**src/rtl/cover_toggle_collector.sv**
```systemverilog
// Toggle cover collector: records which cover points were hit and, on
// request, walks the hit bitmap and streams the global index of every hit
// point through a valid/ready handshake, optionally clearing each point as
// it leaves.
module cover_toggle_collector #(
  parameter int          WIDTH       = 42,
  parameter int unsigned COVER_INDEX = 0
) (
  input  logic                           clock,
  input  logic                           reset,
  input  logic [WIDTH-1:0]               valid,
  input  logic                           enable,
  input  logic                           drain_req,
  input  logic                           drain_clear,
  output logic                           out_valid,
  output logic [63:0]                    out_index,
  input  logic                           out_ready,
  output logic                           drain_busy,
  output logic                           drain_done,
  output logic [$clog2(WIDTH+1)-1:0]     hit_count
);

  localparam int PW = (WIDTH > 1) ? $clog2(WIDTH) : 1;
  localparam int CW = $clog2(WIDTH + 1);
  localparam logic [PW-1:0] LAST_PTR = PW'(WIDTH - 1);

  typedef enum logic [1:0] {
    IDLE = 2'd0,
    SCAN = 2'd1,
    EMIT = 2'd2,
    DONE = 2'd3
  } state_t;

  state_t            r_state;
  state_t            w_stateNext;
  logic [PW-1:0]     r_ptr;
  logic [PW-1:0]     w_ptrNext;
  logic              r_clr;
  logic              w_clrNext;
  logic [WIDTH-1:0]  r_hit;
  logic [WIDTH-1:0]  w_setMask;
  logic [WIDTH-1:0]  w_clrMask;
  logic              w_accept;
  logic [CW-1:0]     w_count;

  // The emit handshake completes in the cycle the consumer takes the index.
  assign w_accept = (r_state == EMIT) && out_ready;

  // State, pointer and clear-mode registers for the readout walk.
  always_ff @(posedge clock or negedge reset) begin
    if (!reset) begin
      r_state <= IDLE;
      r_ptr   <= '0;
      r_clr   <= 1'b0;
    end else begin
      r_state <= w_stateNext;
      r_ptr   <= w_ptrNext;
      r_clr   <= w_clrNext;
    end
  end

  // Walk one point per cycle, stopping at hit points until they are accepted.
  always_comb begin
    w_stateNext = r_state;
    w_ptrNext   = r_ptr;
    w_clrNext   = r_clr;
    w_clrMask   = '0;
    out_valid   = 1'b0;
    out_index   = 64'd0;
    drain_busy  = 1'b0;
    drain_done  = 1'b0;
    case (r_state)
      IDLE: begin
        if (drain_req) begin
          w_stateNext = SCAN;
          w_ptrNext   = '0;
          w_clrNext   = drain_clear;
        end
      end
      SCAN: begin
        drain_busy = 1'b1;
        if (r_hit[r_ptr]) begin
          w_stateNext = EMIT;
        end else if (r_ptr == LAST_PTR) begin
          w_stateNext = DONE;
        end else begin
          w_ptrNext = r_ptr + 1'b1;
        end
      end
      EMIT: begin
        drain_busy = 1'b1;
        out_valid  = 1'b1;
        out_index  = 64'(COVER_INDEX) + 64'(r_ptr);
        if (w_accept) begin
          if (r_clr) begin
            w_clrMask[r_ptr] = 1'b1;
          end
          if (r_ptr == LAST_PTR) begin
            w_stateNext = DONE;
          end else begin
            w_ptrNext   = r_ptr + 1'b1;
            w_stateNext = SCAN;
          end
        end
      end
      DONE: begin
        drain_busy  = 1'b1;
        drain_done  = 1'b1;
        w_stateNext = IDLE;
      end
      default: begin
        w_stateNext = IDLE;
      end
    endcase
  end

  assign w_setMask = enable ? valid : '0;

  // Hit bitmap: a new hit in the same cycle as a drain clear keeps the bit set.
  always_ff @(posedge clock or negedge reset) begin
    if (!reset) begin
      r_hit <= '0;
    end else begin
      r_hit <= (r_hit & ~w_clrMask) | w_setMask;
    end
  end

  // Population count of the bitmap, combinational so it tracks r_hit exactly.
  always_comb begin
    w_count = '0;
    for (int i = 0; i < WIDTH; i++) begin
      w_count = w_count + CW'(r_hit[i]);
    end
  end

  assign hit_count = w_count;

endmodule

```
**config.mk**
```make
export PLATFORM = sky130hd
export DESIGN_NAME = cover_toggle_collector
export DESIGN_NICKNAME = d
export VERILOG_FILES = /design/src/rtl/cover_toggle_collector.sv
export SDC_FILE = /design/constraint.sdc
export NUM_CORES = 1
export LEC_CHECK = 0
export ABC_AREA = 1
export CAP_MARGIN = 20
export CORE_UTILIZATION = 25
export DETAILED_ROUTE_END_ITERATION = 6
export GPL_TIMING_DRIVEN = 0
export MAX_ROUTING_LAYER = met4
export REMOVE_ABC_BUFFERS = 1
export SYNTH_ARGS = -nofsm -noshare
export SYNTH_HDL_FRONTEND = slang
export SYNTH_SLANG_ARGS = --single-unit
export TNS_END_PERCENT = 100
```
**constraint.sdc**
```tcl
create_clock -name clock -period 12.75 [get_ports clock]
set_input_delay 1.9125 -clock clock [delete_from_list [all_inputs] [get_ports clock]]
set_output_delay 1.9125 -clock clock [all_outputs]
set_load 0.05 [all_outputs]
```
-- Word level (Yosys, flattened, before mapping)
Index checks and enable logic that the tools add are counted.
- register bits after elaboration: 51
- output and inout port bits: 73
- logic and storage cells: 90
- add/sub/neg operators: 42
- magnitude comparators: 2
- eq/ne operators: 8
- multiplexer cells: 23
- bitwise logic cells: 3
- reduce and logical (&&, ||, !) cells: 8
- operator list (kind ; number):
    6-bit by 1-bit adder with 6-bit output ; 36
    42-bit two-way mux ; 4
    42-bit AND ; 1
    42-bit inverter ; 1
    42-bit OR ; 1
    6-bit two-way mux ; 5
    6-bit one-hot mux with 3 select lines ; 1
    2-bit two-way mux ; 5
    2-bit one-hot mux with 4 select lines ; 1
    6-bit by 7-bit less-than comparator with 1-bit output, second input constant ; 1
    5-bit by 1-bit adder with 6-bit output ; 1
    6-bit by 1-bit adder with 6-bit output, second input constant ; 1
    1-bit binary-select mux with 6-bit select ; 1
    1-bit demux with 6-bit select ; 1
    6-bit equality test, second input constant ; 1
    6-bit by 1-bit >= comparator with 1-bit output, second input constant ; 1
    2-bit inequality test, second input constant ; 3
    4-bit by 1-bit adder with 5-bit output ; 1
    1-bit two-way mux ; 5
    3-bit by 1-bit adder with 4-bit output ; 1
    2-bit equality test, second input constant ; 2
    4-bit AND reduction ; 1
    2-bit by 1-bit adder with 3-bit output ; 1
    3-bit inequality test, second input constant ; 1
    other kinds (8) ; 9

-- Depth between registers and ports, before layout
- depth in word-level cells: 41
- mapped depth: 19
- depth with buffers taken out: 19

-- Worst setup path before layout
Ideal clock, no wire load.
- kind: reg-to-output
- from: register r_hit[17]
- to: output port hit_count[3]
- data arrival time: 5.484 ns
- required time: 10.837 ns
- path slack: 5.354 ns
- cell stages (with the launch flop): 17
- path buffers: 0
- cells stage by stage: dfrtp_1 -> fa_1 -> inv_1 -> fa_1 -> fa_1 -> inv_1 -> fa_1 -> fa_1 -> fa_1 -> inv_1 -> fa_1 -> inv_1 -> ha_1 -> nand2_1 -> nor2_1 -> a211oi_1 -> xor2_1
- longest elaborated chain between the ends: 25
- RTL lines (element ; line ; RTL):
    start, declared ; 40 ; logic [WIDTH-1:0] r_hit;
    start signal, assigned ; 124 ; r_hit <= (r_hit & ~w_clrMask) | w_setMask;
    6-bit by 1-bit adder with 6-bit output (25 in series) ; 132 ; w_count = w_count + CW'(r_hit[i]);
    end, declared ; 20 ; output logic [$clog2(WIDTH+1)-1:0] hit_count
Every way passes these cells.

-- Worst setup path in the final report
- from: register r_hit[29]
- to: output port hit_count[3]
- longest elaborated chain between the ends: 13
- RTL lines (element ; line):
    6-bit by 1-bit adder with 6-bit output (13 in series) ; 132
Every way passes these cells.

==> impl_metrics.csv <==
group,metric,value,unit
placement,port_buffers,62,
layout,diodes,0,
power,peakVddDrop,0.0806,mV
clock_network,clockRootBuffer,"clkbuf_16",
global_routing,grt_max_degree,43,
drt,routed_wl,10800,um
placement,dp.cells,870,
worst_setup_path,critPathKind,"flip-flop to output pin",
floorplanning,core,0.0174,mm^2
worst_setup_path,cp_top_family,"adder cells",
synthesis,synthCells,599,
sta,timing.final.hold_violations,0,
worst_setup_path,cp_data_required_time,10.84,ns
clock_network,clock_latency,0.29,ns
floorplanning,die-height,136,um
power,total_power,696,uW
sta,slew_headroom,30.1,%
layout,fin_util,30.1,%
layout,final_cells,878,
sta,rsz0062_at_grt,"false",
layout,synthToLayoutAreaGrowth,16.5,%
clock_network,hold_buffers,0,
worst_setup_path,critPathArrivalTime,6.18,ns
clock_network,clkTransAtPathRegs,0.07,ns
floorplanning,core.rowCount,48,
drt,viasPerCell,4.04,
clock_network,postCtsSetupBuffers,0,
synthesis,ys_types,32,
power,power_density,133,mW/mm^2
floorplanning,dieArea,0.0185,mm^2
sta,fin_crit_sh,63.4,%
clock_network,cts_max_level,2,
layout,drive_above_1_share,3.68,%
synthesis,ys_ff_latch,51,
drt,drt_iter0_markers,218,
layout,nets,750,
floorplanning,die_w,136,um
drt,wl_per_cell,12.3,um
worst_setup_path,slowest_stage,"clkdlybuf4s50_1",
floorplanning,io-pin-count,121,
global_routing,antenna_found_initial,0,
drt,ant_nets,0,
clock_network,clockBufferDepth,2,
global_routing,grt_usage,12.7,%
worst_hold_path,holdCritPathClass,"flip-flop to flip-flop",
sta,fin_crit,8.09,ns
sta,max_freq,124,MHz
placement,routabilityCongestion,0.885,
global_routing,grt_pass1_vias,3477,
worst_setup_path,cp_max_fo,3,
power,power_leakage,2.63,nW
sta,worst_slew_pin_slew,1.05,ns
synthesis,yosys_warnings,0,
clock_network,cts_num_sinks,51,
worst_setup_path,crit_chain,"fa_1 -> inv_1 -> fa_1 -> fa_1 -> inv_1 -> fa_1 -> fa_1 -> fa_1 -> inv_1 -> fa_1 -> inv_1 -> ha_1 -> nand2_1 -> nor2_1 -> a211oi_1 -> xor2_1 -> clkdlybuf4s50_1",
synthesis,ys_seq_area_share,28.4,%
layout,final_common_cell,"nand2_1",
sta,setup_ws,4.66,ns
sta,slew_viol_final,0,
clock_network,cts_resized,0,
drt,drt-pass1-iter-count,7,
sta,setup_violations,0,
worst_setup_path,critPathBufInv,5,
worst_setup_path,crit_path_start_kind,"flip-flop",
synthesis,syn-cell-area,0.00449,mm^2
drt,route.detailed.drc,0,
drt,vias,3546,
worst_setup_path,cpPeakStageDelay,0.82,ns
placement,dpl.hpwl,8740,um
floorplanning,initial_core_util,25.8,%
synthesis,syn_area_per_cell,7.50,um^2
worst_setup_path,worstSetupEndpointType,"output pin",
global_routing,grt_overflow,0,
worst_setup_path,cp_common_cell,"fa_1",
sta,skew,0.00448,ns
sta,final.setup.tns,0,ns
clock_network,cts_buffers,5,
clock_network,tritoncts,"built",
global_routing,grt_pass1_wl,17600,um
placement,dp_slack,4.93,ns
layout,final_cell_mix,"200 x nand2_1, 103 x inv_1, 60 x clkdlybuf4s50_1",
outcome,run_status,"finished, final reports clean",
flow_run,cap_viol_max_count,0,
stage by stage:
step                hold WS [ns]  instance area (um^2)
floorplan                  0.463                  4170
detailed placement         0.487                  5080
CTS                        0.513                  5240
global placement           0.484                  5070
finish                     0.502                  5240
global route               0.529                  5240
report_power, final:
group	total, mW	leakage, nW	switching, mW	internal, mW
registers	0.203	0.486	0.0306	0.172
logic	0.351	2.07	0.243	0.107
clock network	0.143	0.0772	0.0590	0.0837
logic make-up after synthesis:
family / Yosys count / share of synthesized area [%]
AND/OR/NAND/NOR: 250 / 22.4
adder cells (fa/ha/maj): 50 / 19.4
other: 1 / 0.0834
AO/OA/AOI/OAI: 64 / 7.99
flip-flops: 51 / 28.4
XOR/XNOR: 5 / 0.974
buffers and inverters: 178 / 20.7
layer usage:
layer | global-route usage (%) | vias up | part of all wire [%]
met2 | 19.4 | 129 | 44
met4 | 2.41 | 0 | 0.76
met5 | - | - | 0
met1 | 17.8 | 1626 | 49
met3 | 1.83 | 8 | 5.6
li1 | - | 1783 | -
worst register-to-register path: cells and delay by family (launching register included):
| family | cells | cell delay [ns] |
|---|---|---|
| buffers and inverters | 2 | 0.53 |
| flip-flops | 1 | 1.03 |
| AO/OA/AOI/OAI | 2 | 0.36 |
| AND/OR/NAND/NOR | 9 | 0.79 |
cell type report:
cell class	instances	area, um^2
inverter	104	390
sequential	51	1280
fill	1911	12200
clock buffer	8	156
timing repair buffer	63	631
multi-input combinational	427	2500
tap	225	282
worst paths after layout:
| kind | endpoint | startpoint | slack (ns) | cells after the start |
|---|---|---|---|---|
| max reg2reg | r_ptr[0]$_DFFE_PN0P_ | r_ptr[0]$_DFFE_PN0P_ | 9.93 | 13 |
| max | hit_count[3] | r_hit[29]$_DFF_PN0_ | 4.66 | 17 |
| min in group asynchronous | r_hit[12]$_DFF_PN0_ | reset | 1.61 | 1 |
| max in group asynchronous | r_hit[33]$_DFF_PN0_ | reset | 10.60 | 2 |
| min reg2reg | r_hit[1]$_DFF_PN0_ | r_hit[1]$_DFF_PN0_ | 0.50 | 2 |
| min | r_hit[1]$_DFF_PN0_ | r_hit[1]$_DFF_PN0_ | 0.50 | 2 |
sequential cells by signal, summed over array words and instances (netlist names):
name	count
r_hit	42
r_ptr	6
r_state	2
r_clr	1
synth_stat cells, drive strengths merged:
cell type  number  area share, %
nand2         202             17
inv           104            8.7
buf            69             12
o21ai          53            6.4
dfrtp          51             28
fa             33             15
nand3          20            2.2
nor2           20            2.1
ha             17            4.7
clkbuf          5           0.42
a21oi           4           0.45
nor3            4           0.45
xor2            4           0.78
a211oi          2           0.33
nand4           2           0.28
o31ai           2           0.33
or2             2           0.28
a21o            1           0.17
a31oi           1           0.14
conb            1          0.083
o21bai          1           0.17
xnor2           1           0.19
Note: power is estimated with default switching activity, not from simulation.
